$ cat src/rtl/hazard_pkg.sv
// Shared types and constants for the pipeline hazard sequencer.
package hazard_pkg;
  localparam int unsigned REG_AW = 5;
  localparam logic [REG_AW-1:0] REG_ZERO = 5'd0;

  typedef enum logic [1:0] {
    RUN      = 2'd0,
    MEM_WAIT = 2'd1,
    MUL_BUSY = 2'd2
  } hz_state_e;

  // Register 0 is hard-wired, so it never creates a dependency.
  function automatic logic reg_match(logic [REG_AW-1:0] src, logic [REG_AW-1:0] dest);
    return (dest != REG_ZERO) && (src == dest);
  endfunction
endpackage

$ cat src/rtl/raw_hazard_detect.sv
// Combinational RAW / load-use hazard detector for the ID stage.
module raw_hazard_detect
  import hazard_pkg::*;
(
  input  logic              forward_en,
  input  logic [REG_AW-1:0] src1,
  input  logic [REG_AW-1:0] src2,
  input  logic              two_src,
  input  logic [REG_AW-1:0] dest_exe,
  input  logic              wb_en_exe,
  input  logic              is_load_exe,
  input  logic [REG_AW-1:0] dest_mem,
  input  logic              wb_en_mem,
  output logic              hazard
);
  logic exe_hit;
  logic mem_hit;

  always_comb begin
    exe_hit = wb_en_exe && (reg_match(src1, dest_exe) || (two_src && reg_match(src2, dest_exe)));
    mem_hit = wb_en_mem && (reg_match(src1, dest_mem) || (two_src && reg_match(src2, dest_mem)));
    // With forwarding, only a load result is too late to bypass.
    if (forward_en) hazard = exe_hit && is_load_exe;
    else            hazard = exe_hit || mem_hit;
  end
endmodule

$ cat src/rtl/pipeline_hazard_ctrl.sv
// Stall/flush/freeze sequencer for the 5-stage pipeline, with memory-wait
// and multi-cycle multiply handling plus a saturating stall-cycle counter.
module pipeline_hazard_ctrl
  import hazard_pkg::*;
#(
  parameter int unsigned MUL_LAT = 4,
  parameter int unsigned CNT_W   = 32
) (
  input  logic             clk,
  input  logic             rst,
  input  logic             forward_en,
  input  logic [4:0]       src1_ID,
  input  logic [4:0]       src2_ID,
  input  logic             two_src_ID,
  input  logic [4:0]       dest_EXE,
  input  logic             WB_EN_EXE,
  input  logic             MEM_R_EN_EXE,
  input  logic [4:0]       dest_MEM,
  input  logic             WB_EN_MEM,
  input  logic             branch_taken_EXE,
  input  logic             mul_start_EXE,
  input  logic             mem_req_MEM,
  input  logic             mem_ready,
  input  logic             perf_clr,
  output logic             stall_IF,
  output logic             stall_ID,
  output logic             bubble_EXE,
  output logic             flush_IF_ID,
  output logic             freeze,
  output logic             mul_done,
  output logic [CNT_W-1:0] stall_cycles
);
  localparam int unsigned MC_W      = $clog2(MUL_LAT) + 1;
  localparam int unsigned MUL_INIT  = (MUL_LAT > 1) ? (MUL_LAT - 2) : 0;
  localparam logic        MUL_MULTI = (MUL_LAT > 1);

  hz_state_e        state_q, state_d;
  logic [MC_W-1:0]  mul_cnt_q, mul_cnt_d;
  logic [CNT_W-1:0] stall_cycles_q, stall_cycles_d;

  logic hazard;
  logic run_eval;
  logic frz, hz_stall, bub, flush, done;
  logic stall_if_int;

  raw_hazard_detect u_raw (
    .forward_en  (forward_en),
    .src1        (src1_ID),
    .src2        (src2_ID),
    .two_src     (two_src_ID),
    .dest_exe    (dest_EXE),
    .wb_en_exe   (WB_EN_EXE),
    .is_load_exe (MEM_R_EN_EXE),
    .dest_mem    (dest_MEM),
    .wb_en_mem   (WB_EN_MEM),
    .hazard      (hazard)
  );

  always_comb begin
    state_d   = state_q;
    mul_cnt_d = mul_cnt_q;
    frz       = 1'b0;
    hz_stall  = 1'b0;
    bub       = 1'b0;
    flush     = 1'b0;
    done      = 1'b0;
    run_eval  = 1'b0;
    case (state_q)
      RUN: begin
        if (mem_req_MEM && !mem_ready) begin
          frz     = 1'b1;
          state_d = MEM_WAIT;
        end else if (mul_start_EXE && MUL_MULTI) begin
          frz       = 1'b1;
          mul_cnt_d = MC_W'(MUL_INIT);
          state_d   = MUL_BUSY;
        end else begin
          done     = mul_start_EXE && !MUL_MULTI;
          run_eval = 1'b1;
        end
      end
      MEM_WAIT: begin
        if (!mem_ready) begin
          frz = 1'b1;
        end else begin
          state_d  = RUN;
          run_eval = 1'b1;
        end
      end
      MUL_BUSY: begin
        if (mul_cnt_q != '0) begin
          frz       = 1'b1;
          mul_cnt_d = mul_cnt_q - MC_W'(1);
        end else begin
          done     = 1'b1;
          state_d  = RUN;
          run_eval = 1'b1;
        end
      end
      default: state_d = RUN;
    endcase

    // Exit cycles of the multi-cycle states still resolve branch/hazard.
    if (run_eval) begin
      if (branch_taken_EXE) begin
        flush = 1'b1;
        bub   = 1'b1;
      end else if (hazard) begin
        hz_stall = 1'b1;
        bub      = 1'b1;
      end
    end
  end

  always_comb begin
    stall_if_int = !rst && (frz || hz_stall);
    stall_IF     = stall_if_int;
    stall_ID     = stall_if_int;
    freeze       = !rst && frz;
    bubble_EXE   = !rst && bub;
    flush_IF_ID  = !rst && flush;
    mul_done     = !rst && done;
    stall_cycles = stall_cycles_q;
  end

  always_comb begin
    stall_cycles_d = stall_cycles_q;
    if (perf_clr)                                 stall_cycles_d = '0;
    else if (stall_if_int && stall_cycles_q != '1) stall_cycles_d = stall_cycles_q + CNT_W'(1);
  end

  always_ff @(posedge clk or posedge rst) begin
    if (rst) begin
      state_q        <= RUN;
      mul_cnt_q      <= '0;
      stall_cycles_q <= '0;
    end else begin
      state_q        <= state_d;
      mul_cnt_q      <= mul_cnt_d;
      stall_cycles_q <= stall_cycles_d;
    end
  end
endmodule

$ cat config.mk
export PLATFORM = sky130hd
export DESIGN_NAME = pipeline_hazard_ctrl
export DESIGN_NICKNAME = d
export VERILOG_FILES = /design/src/rtl/hazard_pkg.sv /design/src/rtl/raw_hazard_detect.sv /design/src/rtl/pipeline_hazard_ctrl.sv
export SDC_FILE = /design/constraint.sdc
export NUM_CORES = 1
export LEC_CHECK = 0
export BUFFER_PORTS_ARGS = -buffer_cell sky130_fd_sc_hd__buf_4
export CELL_PAD_IN_SITES_DETAIL_PLACEMENT = 1
export CELL_PAD_IN_SITES_GLOBAL_PLACEMENT = 1
export CORE_AREA = 2 2 125 66
export DETAILED_ROUTE_END_ITERATION = 10
export DIE_AREA = 0 0 127 68
export PLACE_DENSITY_LB_ADDON = 0.1
export SYNTH_ARGS = -nofsm -noshare
export SYNTH_HDL_FRONTEND = slang
export SYNTH_SLANG_ARGS = --single-unit
export TNS_END_PERCENT = 30
$ cat constraint.sdc
create_clock -name clk -period 2.7 [get_ports clk]
set_clock_uncertainty 0.2 [all_clocks]
set_input_delay 0.675 -clock clk [delete_from_list [all_inputs] [get_ports clk]]
set_output_delay 0.675 -clock clk [all_outputs]
set_load 0.02 [all_outputs]
Yosys cells after proc, flatten, opt, wreduce, memory -nomap -nowiden
Cells that the tools add are included.
{ "totals": {"input_bits": 32, "register_bits": 37, "elab_cells": 78} }
{ "op_classes": {"n_eq_ne": 13, "n_mux": 30, "n_reduce_logical": 30, "add_sub_neg": 2} }
{ "ops": {"columns": ["cell", "n"], "rows": [
  ["2-to-1 mux 32 bit", 2],
  ["adder 32 x 1 -> 32 bit (second input constant)", 1],
  ["!= test 32 bit (second input constant)", 1],
  ["== test 5 bit", 4],
  ["2-to-1 mux 1 bit", 17],
  ["logical AND 1 bit", 16],
  ["!= test 2 bit (second input constant)", 5],
  ["nonzero test 5 bit", 2],
  ["2-to-1 mux 3 bit", 3],
  ["2-to-1 mux 2 bit", 4],
  ["case mux 1 bit (3 select lines)", 2],
  ["case mux 2 bit (3 select lines)", 1],
  ["case mux 3 bit (2 select lines)", 1],
  ["logical OR 1 bit", 4],
  ["AND reduction 4 bit", 1],
  ["nonzero test 2 bit", 2],
  ["!= test 3 bit (second input constant)", 1],
  ["AND reduction 3 bit", 1],
  ["nonzero test 3 bit", 1],
  ["subtractor 3 x 1 -> 3 bit (second input constant)", 1],
  ["== test 2 x 1 -> 1 bit (second input constant)", 1],
  ["== test 2 bit (second input constant)", 1],
  ["zero test 1 bit", 2],
  ["zero test 2 bit", 1]
]} }

Longest topological paths before layout
{ "depth": {"depth_word": 15, "ltp_mapped": 11, "depth_no_buf": 9} }

Cells and area by module
A second synthesis with hierarchy kept.
{ "hier_totals": {"cells_unflattened": 252, "area_unflattened_um2": 2371.0} }
{ "by_module_without_submodules": {"columns": ["mod", "cells_each", "seq_area_each_um2", "area_per_inst_um2", "n_inst"], "rows": [
  ["pipeline_hazard_ctrl", 217, 925.9, 2103.3, 1],
  ["raw_hazard_detect", 35, 0.0, 267.8, 1]
]} }

Worst setup path before layout
Ideal clock, no wire load.
{ "synth_path": {"path_kind": "input-to-output", "startpoint": "input port mem_ready", "endpoint": "output port stall_IF", "path_slack_ps": -333, "path_stages": 7, "arrival_ps": 2158, "cell_sequence": "o21ba_2 > a211oi_1 > a211oi_1 > a21oi_1 > buf_4 > inv_2 > buf_4"} }
{ "synth_between": {"elab_chain_cells": 7, "word_cells_on_any_way": 11} }
{ "synth_lines": {"columns": ["item", "line_no", "source"], "rows": [
  ["from (decl)", "pipeline_hazard_ctrl.sv:23", "input logic mem_ready,"],
  ["zero test 1 bit", null, null],
  ["logical AND 1 bit", "pipeline_hazard_ctrl.sv:70", "if (mem_req_MEM && !mem_ready) begin"],
  ["2-to-1 mux 1 bit", "pipeline_hazard_ctrl.sv:70", null],
  ["case mux 1 bit (3 select lines)", "pipeline_hazard_ctrl.sv:68", "case (state_q)"],
  ["2-to-1 mux 1 bit", "pipeline_hazard_ctrl.sv:104", "if (run_eval) begin"],
  ["logical OR 1 bit *", "pipeline_hazard_ctrl.sv:116", "stall_if_int = !rst && (frz || hz_stall);"],
  ["logical AND 1 bit *", "pipeline_hazard_ctrl.sv:116", null],
  ["to (decl)", "pipeline_hazard_ctrl.sv:25", "output logic stall_IF,"]
]} }
Mark *: on every way between the ends. The rest lies on a longest branch, timed or not.

Worst setup path after layout
{ "layout_path": {"startpoint": "input port dest_MEM[2]", "endpoint": "output port bubble_EXE"} }
{ "layout_between": {"elab_chain_cells": 11, "word_cells_on_any_way": 14} }
{ "layout_lines": {"columns": ["item", "line_no", "source"], "rows": [
  ["from (decl)", "pipeline_hazard_ctrl.sv:18", "input logic [4:0] dest_MEM,"],
  ["== test 5 bit / nonzero test 5 bit (equally long branches)", "hazard_pkg.sv:14", "return (dest != REG_ZERO) && (src == dest);"],
  ["logical AND 1 bit", "hazard_pkg.sv:14", null],
  ["logical AND 1 bit", "raw_hazard_detect.sv:21", "mem_hit = wb_en_mem && (reg_match(src1, dest_mem) || (two_src && reg_match(src2, dest_mem)));"],
  ["logical OR 1 bit *", "raw_hazard_detect.sv:21", null],
  ["logical AND 1 bit *", "raw_hazard_detect.sv:21", null],
  ["logical OR 1 bit *", "raw_hazard_detect.sv:24", "else hazard = exe_hit || mem_hit;"],
  ["2-to-1 mux 1 bit *", "raw_hazard_detect.sv:23", "if (forward_en) hazard = exe_hit && is_load_exe;"],
  ["2-to-1 mux 1 bit *", "pipeline_hazard_ctrl.sv:108", "end else if (hazard) begin"],
  ["2-to-1 mux 1 bit *", "pipeline_hazard_ctrl.sv:105", "if (branch_taken_EXE) begin"],
  ["2-to-1 mux 1 bit *", "pipeline_hazard_ctrl.sv:104", null],
  ["logical AND 1 bit *", "pipeline_hazard_ctrl.sv:120", "bubble_EXE = !rst && bub;"],
  ["to (decl)", "pipeline_hazard_ctrl.sv:27", "output logic bubble_EXE,"]
]} }
Marks and branches as above.

==> impl_metrics.ini <==
[run_status]
run_status = finished with violations
violations = setup timing

[detailed_routing]
drtAntennaViolNets = 0
drt-initial-drc-count = 83
num_vias = 2668
drc = 0
top_layer = met4
drt_pass1_iterations = 4
via_per_inst = 5.38
routedWlPerCell_um = 18.6
met2WireLength_um = 3980
routed_wl_um = 9230
wl_met1_um = 4790
route.met3.wl_um = 386

[synth]
syn-instance-count = 288
synth_seq_area_share_pct = 35.8
synth_seq_cells = 37
syn_area_per_cell_sq_um = 8.98
synthesis.area_sq_um = 2580
synthArstFlopShare_pct = 100
syn_nets = 323
yosysWarnings = 0
ys_types = 50
synth_edf_count = 0
synth_ff_type = dfrtp_1

[grt]
grt_pass1_wl_um = 14300
antenna_found_initial = 0
grt_pass1_vias = 2681
grtUsageTotal_pct = 21.4
overflow = 0
grt_max_degree = 49

[sta]
max_slew_margin_pct = 62.7
period_needed_ps = 3010
slew_viol_final = 0
finalWorstSetupSlack_ps = -307
finalSetupTns_ps = -2010
rsz0062_at_grt = true
worstMarginPinSlew_ps = 560
fmax_mhz = 333
setup-violations-final = 19
post-route-period-util_pct = 111
hold_slack_ps = 273
hold_viol = 0

[clocking]
path_clk_slew_ps = 60
root_buffer = clkbuf_16
ctsHoldBuffers = 0
h-tree-depth = 2
worstSkewPairLatency_ps = 290
cts.sinks = 37
cts_buffers = 5
cts_tree = built
clockBufferDepth = 2

[flow_run]
drv.max_cap_violation_count = 0

[floorplan]
coreArea_sq_um = 7650
die-area_sq_um = 8640
die_width_um = 127
die_height_um = 68
ios = 70
start_util_pct = 33.8
num_rows = 23

[setup_path]
crit_path_end_kind = output pin
critPathMaxFanout = 2
cp.required_ps = 1820
path_class = in2out
cp-start-kind = input pin
arrival_ps = 2130

[placed_design]
routabilityCongestion = 0.797
dpl_cell_area_sq_um = 3510
post-dp-hpwl_um = 6350
place_ws_ps = -477
port_buffers = 69

[finish]
drive_above_1_share_pct = 49.0
num-nets-final = 430
fin_area_sq_um = 4170
fillers = 851
area_growth_pct = 61.1
antenna_cells = 0

[pwr]
leakage_uw = 0.00180
p_per_area_nw_per_um2 = 530
p_total_uw = 2210
ir_drop_uv = 289

[hold_path]
hp-class = in2async
[where the power goes]
group | switching, uW | internal, uW | leakage (uW)
registers | 33.6 | 592 | 0.000508
logic | 437 | 445 | 0.00120
clock network | 239 | 462 | 0.0000841
[area by class of cell]
type	instances	area, sq um	area share, %
multi-input combinational	226	1870	44.9
timing repair buffer	115	1030	24.7
sequential	37	926	22.2
clock buffer	7	143	3.42
tap	100	125	3.00
inverter	10	42.5	1.02
clock inverter	1	30.0	0.721
[state kept, by name, indices dropped and copies added, names as in the netlist]
register and cells:
state_q 2, stall_cycles 32, mul_cnt_q 3
[cells in the final DEF (no fill, tap or decap), types with 5 or more instances in the layout]
cell,count
or4_4,11
buf_6,11
nor2b_1,13
nand2_1,13
xor2_1,18
nor3_1,5
nand4_1,5
nand3_1,9
and2_1,6
clkbuf_16,5
mux2_4,7
a21oi_2,11
buf_4,95
o31ai_1,7
nor4_1,5
inv_1,8
a21oi_1,10
dfrtp_1,37
nand2b_1,7
nor2_1,22
buf_12,5
or4_1,5
[cell usage after synthesis, types with 2 or more instances]
cell type	count	share of area, %
dfrtp_1	37	36
nor2_1	24	3.5
a21oi_1	22	4.3
xor2_1	18	6.1
or4_1	15	4.4
nor2b_1	14	3.4
nand2_1	13	1.9
o31ai_1	13	3.8
inv_1	9	1.3
mux2_1	9	3.9
nand3_1	9	1.7
nor3_1	9	1.7
nand2b_1	7	1.7
and2_1	6	1.5
clkbuf_1	6	0.87
nor4_1	6	1.5
nand4_1	5	1.2
and4_1	4	1.4
buf_2	4	0.77
buf_4	4	1.2
or3_1	4	0.97
ha_1	3	1.5
mux2_2	3	1.3
nor4_2	3	1.5
nor4b_1	3	1.0
o21ai_0	3	0.58
o21ai_1	3	0.58
o22ai_1	3	0.73
a211oi_1	2	0.58
a31o_2	2	0.68
a32oi_1	2	0.68
and3_1	2	0.48
nor4bb_1	2	0.77
o21ba_2	2	0.77
xnor2_1	2	0.68
[repair_timing]
action / 4_1_cts / 5_1_grt
gates cloned: 2 / 0
pin swaps: 31 / 17
resized for setup: 42 / 45
buffers inserted: 2 / 1
endpoints found under the setup margin: 25 / 33
[logic make-up (layout without fill, tap and decap cells)]
| family | count (synthesis) | in the layout | share of synthesized area, % |
|---|---|---|---|
| simple gates | 132 | 132 | 31.2 |
| mux | 13 | 13 | 5.61 |
| compound gates | 58 | 58 | 14.5 |
| buf+inv | 25 | 133 | 4.69 |
| fa+ha+maj | 3 | 3 | 1.45 |
| flops | 37 | 37 | 35.8 |
| xor+xnor | 20 | 20 | 6.78 |
[per-layer routing]
layer / up-vias / global-route usage (%)
li1: 1282 / -
met1: 1328 / 32.3
met2: 51 / 31.5
met3: 7 / 4.38
met4: 0 / 4.53
met5: - / 0
[stage by stage]
step,util [%],cells
after floorplan,-,288
after global placement,45.8,483
after detailed placement,45.8,483
after CTS,51.5,495
after global routing,54.4,496
final,54.4,496
[final timing paths]
check                             start              end  slack [ps]  cells past startpoint
setup / recovery            dest_MEM[2]       bubble_EXE        -310                      7
hold / removal                      rst       state_q[1]         270                      3
setup reg to reg           mul_cnt_q[0]  stall_cycles[5]         -10                     12
hold reg to reg            mul_cnt_q[2]     mul_cnt_q[2]         370                      1
max in group asynchronous           rst  stall_cycles[2]        1780                      3
min in group clk           mul_cnt_q[2]     mul_cnt_q[2]         370                      1
[worst max-delay path, stage by stage]
cell and delay [ps]:
buf_6 90, or4_4 540, o211ai_1 210, o22ai_2 150
buf_4 150, o21a_1 190, buf_6 130
No activity file was read; power rests on OpenSTA's default activity.
